`config.mk`:
```
export PLATFORM = sky130hd
export DESIGN_NAME = rr_mux_select
export DESIGN_NICKNAME = d
export VERILOG_FILES = /design/src/rtl/rr_mux_select.sv
export SDC_FILE = /design/constraint.sdc
export NUM_CORES = 1
export LEC_CHECK = 0
export ABC_AREA = 1
export ABC_CLOCK_PERIOD_IN_PS = 3000
export BUFFER_PORTS_ARGS = -buffer_cell sky130_fd_sc_hd__buf_2
export CAP_MARGIN = 20
export CORE_AREA = 2 2 71 73
export DETAILED_ROUTE_END_ITERATION = 10
export DIE_AREA = 0 0 73 75
export PLACE_DENSITY_LB_ADDON = 0.25
export SLEW_MARGIN = 30
export SYNTH_ARGS = -nofsm -noshare
export SYNTH_HDL_FRONTEND = slang
export SYNTH_SLANG_ARGS = --single-unit
```
`constraint.sdc`:
```
create_clock -name CLK -period 3 [get_ports CLK]
set_input_delay 0.3 -clock CLK [delete_from_list [all_inputs] [get_ports CLK]]
set_output_delay 0.3 -clock CLK [all_outputs]
set_load 0.01 [all_outputs]
```
`src/rtl/rr_mux_select.sv`:
```
// rr_mux_select: round-robin arbiter producing the registered 3-bit select of
// an 8-input one-hot mux stage. A grant is locked until its transfer ends, is
// aborted, or hits the MAX_BEATS limit; priority then rotates past the holder.
//
// Ports:
//   CLK          rising-edge clock
//   ASYNCRESETN  asynchronous active-low reset
//   req[7:0]     per-source request (bit i -> mux input I<i>)
//   ack          consumer accepts the current beat (beat = valid && ack)
//   last         marks the transferring beat as end of transfer
//   S[2:0]       registered encoded select
//   grant[7:0]   registered one-hot of S while valid, zero otherwise
//   valid        S/grant hold a live selection
//   preempt      one-cycle pulse: grant released by the beat limit
module rr_mux_select #(
    parameter int unsigned MAX_BEATS = 16
) (
    input  logic       CLK,
    input  logic       ASYNCRESETN,
    input  logic [7:0] req,
    input  logic       ack,
    input  logic       last,
    output logic [2:0] S,
    output logic [7:0] grant,
    output logic       valid,
    output logic       preempt
);

    localparam int unsigned NSRC = 8;
    localparam int unsigned PW   = 3;
    localparam int unsigned CW   = 8;
    localparam logic [CW:0] MAX_W = (CW + 1)'(MAX_BEATS);
    localparam logic        LIMIT_EN = (MAX_BEATS != 0);

    typedef enum logic {
        IDLE,
        LOCK
    } state_t;

    state_t          state, state_n;
    logic [PW-1:0]   ptr, ptr_n;
    logic [CW-1:0]   cnt, cnt_n;
    logic [PW-1:0]   s_n;
    logic [NSRC-1:0] grant_n;
    logic            valid_n;
    logic            preempt_n;

    logic [PW-1:0]   arb_ptr;
    logic [PW-1:0]   idx;
    logic [PW-1:0]   win;
    logic            found;
    logic            rel;
    logic            limit_hit;

    // While locked, arbitration already assumes the pointer moved past the holder.
    assign arb_ptr = (state == LOCK) ? (S + PW'(1)) : ptr;

    // First requester at or after arb_ptr, wrapping modulo 8.
    always_comb begin
        found = 1'b0;
        win   = '0;
        idx   = '0;
        for (int k = 0; k < NSRC; k++) begin
            idx = arb_ptr + PW'(k);
            if (!found && req[idx]) begin
                found = 1'b1;
                win   = idx;
            end
        end
    end

    assign limit_hit = LIMIT_EN && (({1'b0, cnt} + (CW + 1)'(1)) == MAX_W);

    // Next-state and output logic.
    always_comb begin
        state_n   = state;
        ptr_n     = ptr;
        cnt_n     = cnt;
        s_n       = S;
        grant_n   = grant;
        valid_n   = valid;
        preempt_n = 1'b0;
        rel       = 1'b0;

        case (state)
            IDLE: begin
                valid_n = 1'b0;
                grant_n = '0;
                if (found) begin
                    s_n     = win;
                    grant_n = NSRC'(1) << win;
                    valid_n = 1'b1;
                    cnt_n   = '0;
                    state_n = LOCK;
                end
            end
            LOCK: begin
                if (!req[S]) begin
                    rel = 1'b1;
                end else if (valid && ack && last) begin
                    rel = 1'b1;
                end else if (valid && ack && limit_hit) begin
                    rel       = 1'b1;
                    preempt_n = 1'b1;
                end else if (valid && ack) begin
                    cnt_n = (cnt == '1) ? cnt : cnt + CW'(1);
                end

                // Hand over with no bubble, or drop to IDLE if nobody asks.
                if (rel) begin
                    ptr_n = S + PW'(1);
                    cnt_n = '0;
                    if (found) begin
                        s_n     = win;
                        grant_n = NSRC'(1) << win;
                        valid_n = 1'b1;
                    end else begin
                        grant_n = '0;
                        valid_n = 1'b0;
                        state_n = IDLE;
                    end
                end
            end
            default: begin
                state_n = IDLE;
                valid_n = 1'b0;
                grant_n = '0;
            end
        endcase
    end

    // State and output registers.
    always_ff @(posedge CLK or negedge ASYNCRESETN) begin
        if (!ASYNCRESETN) begin
            state   <= IDLE;
            ptr     <= '0;
            cnt     <= '0;
            S       <= '0;
            grant   <= '0;
            valid   <= 1'b0;
            preempt <= 1'b0;
        end else begin
            state   <= state_n;
            ptr     <= ptr_n;
            cnt     <= cnt_n;
            S       <= s_n;
            grant   <= grant_n;
            valid   <= valid_n;
            preempt <= preempt_n;
        end
    end

endmodule

```
Word-level counts from Yosys, hierarchy flattened
Index checks and enable logic that the tools add are counted.
- word-level logic and storage cells: 117
- register bits: 25
- output and inout port bits: 13
- eq/ne operators: 9
- $lt $le $gt $ge: 9
- bitwise logic cells: 1
- reductions and logical operators: 19
- $add $sub $neg: 10
- shifts and indexed selects: 1
- mux-type cells: 61
- operators by type and width (operator ; number):
    two-way mux 8 bit ; 9
    < comparator 3 x 4 -> 1 bit (second input constant) ; 9
    two-way mux 3 bit ; 11
    one-hot mux 8 bit (2 select lines) ; 2
    binary-select mux 1 bit (select 3 bit) ; 9
    two-way mux 1 bit ; 27
    adder 3 bit (second input constant) ; 4
    logical AND 1 bit ; 10
    adder 8 x 1 -> 9 bit (second input constant) ; 1
    equality test 9 x 5 -> 1 bit (second input constant) ; 1
    != test 3 x 2 -> 1 bit (second input constant) ; 3
    adder 8 x 1 -> 8 bit (second input constant) ; 1
    equality test 8 bit (second input constant) ; 1
    left shift 1 x 3 -> 8 bit (first input constant) ; 1
    logical NOT 1 bit ; 7
    adder 3 x 1 -> 3 bit (second input constant) ; 2
    adder 3 x 2 -> 3 bit (second input constant) ; 2
    != test 3 x 1 -> 1 bit (second input constant) ; 2
    one-hot mux 3 bit (2 select lines) ; 1
    AND reduction 6 bit ; 1
    one-hot mux 1 bit (2 select lines) ; 2
    != test 2 x 1 -> 1 bit (second input constant) ; 1
    != test 2 bit (second input constant) ; 1
    AND reduction 2 bit ; 1
    inverter 1 bit ; 1

Depth between registers and ports, before layout
Gate-level depths: netlist of the first run.
- depth after elaboration: 30
- gate-level depth with buffers: 21
- depth with buffers taken out: 20

Least setup slack after synthesis of the first run
OpenSTA, ideal clock, no wires.
- path type: register to register
- from: register S[0]
- to: register cnt[2]
- buffers on the path: 2
- setup slack: 0.179 ns
- data arrival time: 2.743 ns
- clock period less this slack: 2.821 ns
- stages on the path, launching flop included: 21
- cell sequence: dfrtp_1 -> ha_1 -> inv_1 -> nand2_1 -> nand2_2 -> buf_6 -> ha_1 -> inv_1 -> nand3_2 -> nand2_2 -> nand2_1 -> nand2_2 -> nand3_4 -> nor2_8 -> nand4_2 -> nor2_2 -> nand2_1 -> nand2_1 -> buf_6 -> nand2_1 -> o21ai_1
- word-level cells in the longest chain between the ends: 28
- RTL lines (item ; line ; source):
    start: declaration ; 23 ; output logic [2:0] S,
    start signal: assignment ; 146 ; S <= s_n;
    parallel branches: the longest is 28 deep, another holds adder 3 x 1 -> 3 bit ; n/a ;
    end signal: assignment ; 145 ; cnt <= cnt_n;
    end: declaration ; 42 ; logic [CW-1:0] cnt, cnt_n;
Parallel ways; which one is timed is not known. The select of a mux whose other input is x is not followed.
A chain may end at the register's enable or synchronous reset.

Worst setup path in the final report of the first run
- from: register S[1]
- to: register grant[5]
- word-level cells in the longest chain between the ends: 30
- RTL lines (item ; line ; source):
    parallel branches: the longest is 30 deep, another holds adder 3 x 1 -> 3 bit ; n/a ;
    end signal: assignment ; 147 ; grant <= grant_n;
    end: declaration ; 24 ; output logic [7:0] grant,
Parallel ways; which one is timed is not known. The select of a mux whose other input is x is not followed.

==> flow_summary.toml, run 1 <==
[logic_synthesis]
synthTopCellsByArea = "dfrtp_1 (25%), nand2_1 (20%), nand3_1 (14%), inv_1 (4.8%), nand2_2 (4.5%)"
async_flop_share_pct = 100
synth-xor-area-share_pct = 1.74
synth_area_per_cell_um2 = 6.38
synth_compound_area_share_pct = 7.62
synth_nets = 411
synth.most_common_cell = "nand2_1"
synth_area_um2 = 2510
synth_mux_area_share_pct = 0
synth_flop_cell = "dfrtp_1"
synthSimpleGateAreaFrac_pct = 53.8
synth_cells = 394
yosys.area.top_type = "dfrtp_1"
synth_fa_ha_area_share_pct = 2.49
yosysTopAreaCellShare_pct = 24.9
synth_cell_types = 32
synth-edff-count = 0
synth_common_cells = "nand2_1 (133), nand3_1 (70), inv_1 (32), dfrtp_1 (25), nor2_1 (24)"
ys_seq_area_share_pct = 24.9
synth_top_family_by_area = "simple AND/OR/NAND/NOR gates"
synth-seq-cells = 25
ys_warn_count = 0

[layout]
design_area_um2 = 2780
nNetsFinal = 442
n_fill_cell = 435
register_area_um2 = 627
multiInputGateArea_um2 = 1690
drive_above_1_share_pct = 21.7
finalNonFillerCells = 478
syn_to_final_growth_pct = 10.5
fin_util_pct = 59.6
diodes = 0

[worst_setup_path]
worst-r2r-cell-count = 19
critPathArrivalTime_ns = 3.00
r2r-start = "S[1]$_DFFE_PN0P_"
crit_end = "grant[5]$_DFFE_PN0P_"
cp-start-kind = "flop"
cp-end-kind = "flop"
cp.required_ns = 3.21
path_class = "flop to flop"
r2r_end = "grant[5]$_DFFE_PN0P_"
reg2reg_slack_ns = 0.21
cp_max_fo = 6
crit_start = "S[1]$_DFFE_PN0P_"

[route]
routed-wl-met2_um = 2960
wl_per_cell_um = 13.8
drt-initial-drc-count = 349
post-route-drc-count = 0
dr.max_layer_used = "met4"
ant_nets = 0
met3_length_um = 453
drtPass1Iterations = 5
vias = 2656
vias_per_cell = 5.56
wl_met1_um = 3090
wl_um = 6600

[clock_tree]
h-tree-depth = 1
clock_path_buffers = 2
root_buffer = "clkbuf_8"
clk_latency_ns = 0.27
cts_buffers = 3
path_clk_slew_ns = 0.08
clock-sinks = 25
cts_tree = "built"

[sta]
max_freq_mhz = 359
finalClockSkew_ns = 0.00249
maxSlewViolCount = 0
slew_headroom_pct = 61.0
finalSetupViolCount = 0
hold_violations = 0
worst_pin_slew_ns = 0.585
fin_crit_sh_pct = 93.0
tns_ns = 0
rsz0062_at_grt = "no"
min_period_ns = 2.79

[floorplanning]
core_um2 = 4660
rows = 25
die_height_um = 75
io_pins = 25
initial_core_util_pct = 53.9
die_width_um = 73
floorplan.die_area_um2 = 5480

[place]
dp_hpwl_um = 4980
placed_cells = 473
place_area_um2 = 2690
gp_congestion = 0.977
portBuffers = 24

[grt]
antenna_found_initial = 0
track_usage_pct = 25.0
grt_remaining_overflow = 0
grt_first_pass_wirelength_um = 10900
grt_start_max_net_pins = 26
grt_pass1_vias = 2420

[run]
maxCapViolations = 0

[min_path]
hold_path.class = "input port to asynchronous set/reset pin"

[run_status]
outcome = "finished, final reports clean"
-- layer usage --
layer | global-route usage [%] | vias up
met1 | 35.3 | 1189
met4 | 5.56 | 0
li1 | - | 1352
met5 | 0 | -
met3 | 4.55 | 16
met2 | 40.0 | 99
-- cell type report --
cell class                      instances  share of cell area (%)
Multi-Input combinational cell        321                    60.7
Sequential cell                        25                    22.6
Timing Repair Buffer                   35                    7.30
Inverter                               39                    5.36
Tap cell                               54                    2.43
Clock buffer                            4                    1.62
-- cells in the final DEF, fill, tap and decap left out, drive strengths merged --
cell type / Yosys / final
nand2: 156 / 156
nand3: 78 / 78
inv: 38 / 38
buf: 8 / 35
nor2: 29 / 29
dfrtp: 25 / 25
o21ai: 25 / 25
nand4: 11 / 11
a21oi: 7 / 7
ha: 5 / 5
clkbuf: 1 / 4
xor2: 3 / 3
xnor2: 2 / 2
nor4: 2 / 2
a31o: 1 / 1
a22oi: 1 / 1
a21boi: 1 / 1
clkinv: 1 / 1
-- what timing repair did --
item / CTS / global route
hold buffers: 0 / 0
setup buffers: 0 / 1
setup endpoints to repair: 0 / 16
gates resized for setup: 0 / 8
-- cells by family after synthesis --
family | count (synthesis)
AOI/OAI and AO/OA | 35
xor gates and xnor gates | 5
adders and majority gates | 5
buffers and inverters | 48
DFF | 25
and+or+nand+nor | 276
-- flip-flops by register name, summed over array words and instances (netlist names) --
name	count
S	3
cnt	8
grant	8
preempt	1
ptr	3
state	1
valid	1
-- through the flow --
stage | worst slack, ns | hold slack [ns]
3_3_place_gp | 0.305 | 0.320
5_1_grt | 0.00852 | 0.0545
3_5_place_dp | 0.159 | 0.331
4_1_cts | 0.139 | 0.0336
6_report | 0.211 | 0.0238
2_1_floorplan | 0.179 | 0.00441
-- critical path, cell delays in order, from the launching register on --
cell     delay, ns
dfrtp_2       0.45
ha_4          0.28
inv_1         0.04
nand2_1       0.08
nand2_2       0.06
ha_1          0.30
buf_4         0.17
nand3_1       0.08
nand2_1       0.09
nand2_2       0.08
nand2_2       0.07
nor2_4        0.20
nand4_4       0.11
nor2_4        0.19
nand3_1       0.12
nand3_1       0.09
nor2_1        0.07
nor2_1        0.14
nand2_1       0.07
nand2_1       0.06
-- worst min path at each step --
| stage | start | end | slack (ns) |
|---|---|---|---|
| after floorplan | ASYNCRESETN | S[0]$_DFFE_PN0P_ | 0.004 |
| after global placement | ASYNCRESETN | cnt[2]$_DFFE_PN0P_ | 0.32 |
| after detailed placement | ASYNCRESETN | ptr[0]$_DFFE_PN0P_ | 0.33 |
| after CTS | ASYNCRESETN | cnt[0]$_DFFE_PN0P_ | 0.03 |
| after global routing | ASYNCRESETN | cnt[0]$_DFFE_PN0P_ | 0.05 |
| final | ASYNCRESETN | cnt[0]$_DFFE_PN0P_ | 0.02 |
Power of run 1 is not shown: default switching activity piles up to over one toggle a cycle in this logic, so the estimate is an artifact.
==> inputs of run 2 (changes only) <==
--- a/config.mk
+++ b/config.mk
@@ -10,6 +10,7 @@
 export BUFFER_PORTS_ARGS = -buffer_cell sky130_fd_sc_hd__buf_2
 export CAP_MARGIN = 20
 export CORE_AREA = 2 2 71 73
+export CTS_BUF_LIST = sky130_fd_sc_hd__clkbuf_8
 export DETAILED_ROUTE_END_ITERATION = 10
 export DIE_AREA = 0 0 73 75
 export PLACE_DENSITY_LB_ADDON = 0.25
==> run 2 against run 1 <==
Against the previous run: utilization stayed put; final cell count stayed put; non-clock buffer count unchanged; cell area unchanged; worst setup slack worse by 0.0052 ns; sequential share of layout area stayed put; critical path depth did not move; critical path type unchanged; critical endpoint unchanged.
==> flow_summary.toml, run 2 (synthesized netlist as in run 1, its figures left out) <==
[clock_tree]
clk_latency_ns = 0.27
path_clk_slew_ns = 0.08
cts_tree = "built"
clock_path_buffers = 2
h-tree-depth = 1
cts_hold_buf = 0
root_buffer = "clkbuf_8"
clock-sinks = 25
cts_buffers = 3

[layout]
reg.largest.list = "cnt (8), grant (8)"
syn_to_final_growth_pct = 10.5
final_common_cell = "nand2_1"
drive_above_1_share_pct = 21.7
fin_util_pct = 59.6
mostFrequentLayoutCells = "nand2_1 (131), nand3_1 (69), inv_1 (32)"
nNetsFinal = 442
diodes = 0

[route]
wl_per_cell_um = 13.8
vias = 2664
drt-initial-drc-count = 352
drtPass1Iterations = 5
post-route-drc-count = 0
vias_per_cell = 5.57
ant_nets = 0
wl_um = 6600

[worst_setup_path]
cp-start-kind = "flop"
cp_num_buf_inv = 2
max_stage_delay_ns = 0.45
reg2reg_slack_ns = 0.21
path_delay_family = "simple AND/OR/NAND/NOR gates"
path_class = "flop to flop"
cp_max_fo = 6
path_cells = "ha_4 -> inv_1 -> nand2_1 -> nand2_2 -> ha_1 -> buf_4 -> nand3_1 -> nand2_1 -> nand2_2 -> nand2_2 -> nor2_4 -> nand4_4 -> nor2_4 -> nand3_1 -> nand3_1 -> nor2_1 -> nor2_1 -> nand2_1 -> nand2_1"
cp-end-kind = "flop"
crit_path_top_delay_cell = "dfrtp_2"
crit_path_frequent_cell = "nand2_1"
worst-r2r-cell-count = 19
critPathArrivalTime_ns = 3.01
worst-path-stages = 19
cp.required_ns = 3.21

[sta]
finalSetupViolCount = 0
rsz0062_at_grt = "no"
slew_headroom_pct = 61.2
fin_crit_sh_pct = 93.1
worst_pin_slew_ns = 0.582
maxSlewViolCount = 0
min_period_ns = 2.79
max_freq_mhz = 358
tns_ns = 0
finalClockSkew_ns = 0.00218
hold_violations = 0

[grt]
grtUsageMet1_pct = 35.3
grt_busiest_layer = "met2"
grt_pass1_vias = 2420
use_met2_pct = 40.0
grt_remaining_overflow = 0
antenna_found_initial = 0
use_met3_pct = 4.55
grt_first_pass_wirelength_um = 10900
grt_start_max_net_pins = 26
track_usage_pct = 25.0

[floorplanning]
rows = 25
floorplan.die_area_um2 = 5480
io_pins = 25
die_width_um = 73
initial_core_util_pct = 53.9
die_height_um = 75
core_um2 = 4660

[place]
portBuffers = 24
gp_congestion = 0.977
dp_hpwl_um = 4980

[min_path]
hold_path.class = "input port to asynchronous set/reset pin"

[run]
maxCapViolations = 0

[run_status]
outcome = "finished, final reports clean"
-- run 2: changes by cell type in the layout (fill, tap and decap cells not counted) --
cell,previous run,this run
clkbuf_1,1,0
inv_1,31,32
-- run 2: layout make-up --
class	instances	area, µm²
fillers	435	1880
multi-input cells	321	1690
flip-flops and latches	25	627
repair buffers	35	203
inverters	39	149
well taps	54	67.6
clock buffers	3	41.3
clock inverters	1	3.75
-- run 2: path summary, 6_finish.rpt --
path / start / to
setup / recovery: S[1]$_DFFE_PN0P_ / grant[5]$_DFFE_PN0P_
hold / removal: ASYNCRESETN / cnt[2]$_DFFE_PN0P_
setup reg to reg: S[1]$_DFFE_PN0P_ / grant[5]$_DFFE_PN0P_
hold reg to reg: grant[1]$_DFFE_PN0P_ / grant[1]$_DFFE_PN0P_
max in group asynchronous: ASYNCRESETN / S[1]$_DFFE_PN0P_
min in group CLK: last / preempt$_DFF_PN0_
-- run 2: worst reg2reg max path: stages (launching register included) --
cell and delay, ns:
dfrtp_2 0.45, ha_4 0.28, inv_1 0.04, nand2_1 0.08
nand2_2 0.06, ha_1 0.30, buf_4 0.17, nand3_1 0.08
nand2_1 0.09, nand2_2 0.08, nand2_2 0.07, nor2_4 0.20
nand4_4 0.11, nor2_4 0.19, nand3_1 0.12, nand3_1 0.09
nor2_1 0.07, nor2_1 0.14, nand2_1 0.07, nand2_1 0.06
-- run 2: timing repair --
action,in CTS,in global routing
endpoints found under the setup margin,0,16
gates resized for setup,0,8
hold endpoints to repair,0,0
buffers inserted,0,1
-- run 2: routing by layer --
metal | vias up | part of all wire (%)
li1 | 1351 | -
met1 | 1193 | 46
met2 | 107 | 45
met3 | 13 | 7.1
met4 | 0 | 1.4
met5 | - | 0
-- run 2: per-stage QoR --
step | std cells | area, µm² | hold slack, ns | worst slack [ns]
after global routing | 478 | 2780 | 0.0545 | 0.00796
after floorplan | 394 | 2510 | 0.00441 | 0.179
after global placement | 473 | 2690 | 0.320 | 0.305
after detailed placement | 473 | 2690 | 0.331 | 0.159
after CTS | 477 | 2730 | 0.0336 | 0.139
final | 478 | 2780 | 0.0207 | 0.206
Power of run 2 is left out for the same reason.
==> inputs of run 3 (changes only) <==
--- a/config.mk
+++ b/config.mk
@@ -13,7 +13,7 @@
 export CTS_BUF_LIST = sky130_fd_sc_hd__clkbuf_8
 export DETAILED_ROUTE_END_ITERATION = 10
 export DIE_AREA = 0 0 73 75
-export PLACE_DENSITY_LB_ADDON = 0.25
+export PLACE_DENSITY = 0.74
 export SLEW_MARGIN = 30
 export SYNTH_ARGS = -nofsm -noshare
 export SYNTH_HDL_FRONTEND = slang
==> run 3 against run 2 <==
Against the previous run: worst setup slack gained 0.043 ns; register-to-register slack better by 0.04 ns; die area unchanged; routed wire length down 1.1%; maximum frequency rose by 1.5%; sequential share of layout area decreased by 0.076 points; critical path depth shrank 2; largest cell class unchanged.
==> flow_summary.toml, run 3 (synthesized netlist as in run 1, its figures left out) <==
[sta]
maxSlewViolCount = 0
finalClockSkew_ns = 0.00407
worst_pin_slew_ns = 0.535
hold_violations = 0
fin_crit_sh_pct = 91.7
finalSetupViolCount = 0
min_period_ns = 2.75
slew_headroom_pct = 64.3
rsz0062_at_grt = "no"
max_freq_mhz = 363
tns_ns = 0

[floorplanning]
die_height_um = 75
core_um2 = 4660
io_pins = 25
initial_core_util_pct = 53.9
rows = 25
die_width_um = 73
floorplan.die_area_um2 = 5480

[grt]
antenna_found_initial = 0
grt_remaining_overflow = 0
grt_start_max_net_pins = 26
grt_pass1_vias = 2441
grt_first_pass_wirelength_um = 10800
track_usage_pct = 24.7

[clock_tree]
cts_buffers = 3
clock-sinks = 25
cts_tree = "built"
clock_path_buffers = 2
root_buffer = "clkbuf_8"
path_clk_slew_ns = 0.08
cts_hold_buf = 0
h-tree-depth = 1
clk_latency_ns = 0.26

[route]
post-route-drc-count = 0
wl_um = 6520
ant_nets = 0
wl_per_cell_um = 13.6
vias_per_cell = 5.58
vias = 2683
drt-initial-drc-count = 368
drtPass1Iterations = 7

[layout]
mostFrequentLayoutCells = "nand2_1 (131), nand3_1 (69), inv_1 (31)"
nNetsFinal = 445
reg.largest.list = "cnt (8), grant (8)"
diodes = 0
syn_to_final_growth_pct = 10.6
multiInputGateArea_um2 = 1670
drive_above_1_share_pct = 22.0
final_common_cell = "nand2_1"
register_area_um2 = 626
n_fill_cell = 458

[place]
gp_congestion = 0.917
dp_hpwl_um = 5070
portBuffers = 24

[min_path]
hold_path.class = "input port to asynchronous set/reset pin"

[worst_setup_path]
cp_max_fo = 6
worst-r2r-cell-count = 17
critPathArrivalTime_ns = 2.91
cp-start-kind = "flop"
cp.required_ns = 3.16
path_class = "flop to flop"
cp-end-kind = "flop"

[run]
maxCapViolations = 0

[run_status]
outcome = "finished, final reports clean"
==> run 3: per-layer routing <==
layer | vias to the layer above | routed length, µm | global-route usage (%)
li1 | 1353 | - | -
met1 | 1207 | 3000 | 34.6
met2 | 114 | 2920 | 40.9
met3 | 9 | 534 | 4.55
met4 | 0 | 63 | 3.50
met5 | - | 0 | 0
==> run 3: final timing paths <==
check / from / to / slack, ns
setup / recovery: S[1]$_DFFE_PN0P_ / S[0]$_DFFE_PN0P_ / 0.25
min in group CLK: last / preempt$_DFF_PN0_ / 0.34
max in group asynchronous: ASYNCRESETN / state$_DFF_PN0_ / 2.63
hold reg to reg: grant[4]$_DFFE_PN0P_ / grant[4]$_DFFE_PN0P_ / 0.48
hold / removal: ASYNCRESETN / cnt[2]$_DFFE_PN0P_ / 0.007
setup reg to reg: S[1]$_DFFE_PN0P_ / S[0]$_DFFE_PN0P_ / 0.25
==> run 3: final cells by class <==
type	count	area share [%]
multi-input cells	321	60.0
well taps	54	2.43
repair buffers	38	8.10
inverters	39	5.36
flip-flops and latches	25	22.5
clock buffers	3	1.49
clock inverters	1	0.135
==> run 3: critical path: stages, from the launching register on <==
cell     delay, ns
dfrtp_1       0.41
ha_1          0.31
inv_1         0.05
nand2_1       0.06
nand2_2       0.06
ha_1          0.29
buf_4         0.16
nand3_1       0.09
nand2_1       0.07
nand2_1       0.07
nand2_2       0.07
nor2_4        0.19
nand4_4       0.12
nor2_4        0.19
nand3_1       0.12
nand3_1       0.09
nor2_1        0.07
o21ai_0       0.24
==> run 3: through the flow <==
step / utilization (%) / cells / hold slack [ns] / setup slack [ns] / cell area (µm²)
3_5_place_dp: 57.8 / 474 / 0.322 / 0.187 / 2690
5_1_grt: 59.7 / 481 / 0.0532 / 0.00925 / 2780
4_1_cts: 58.8 / 478 / 0.0298 / 0.144 / 2740
6_report: 59.7 / 481 / 0.00709 / 0.248 / 2780
2_1_floorplan: - / 394 / 0.00441 / 0.179 / 2510
3_3_place_gp: 57.8 / 474 / 0.316 / 0.305 / 2690
==> run 3: what timing repair did <==
| action | CTS | global route |
|---|---|---|
| resized for setup | 0 | 7 |
| setup buffers | 0 | 3 |
| endpoints found under the setup margin | 0 | 12 |
Power of run 3 is left out for the same reason.
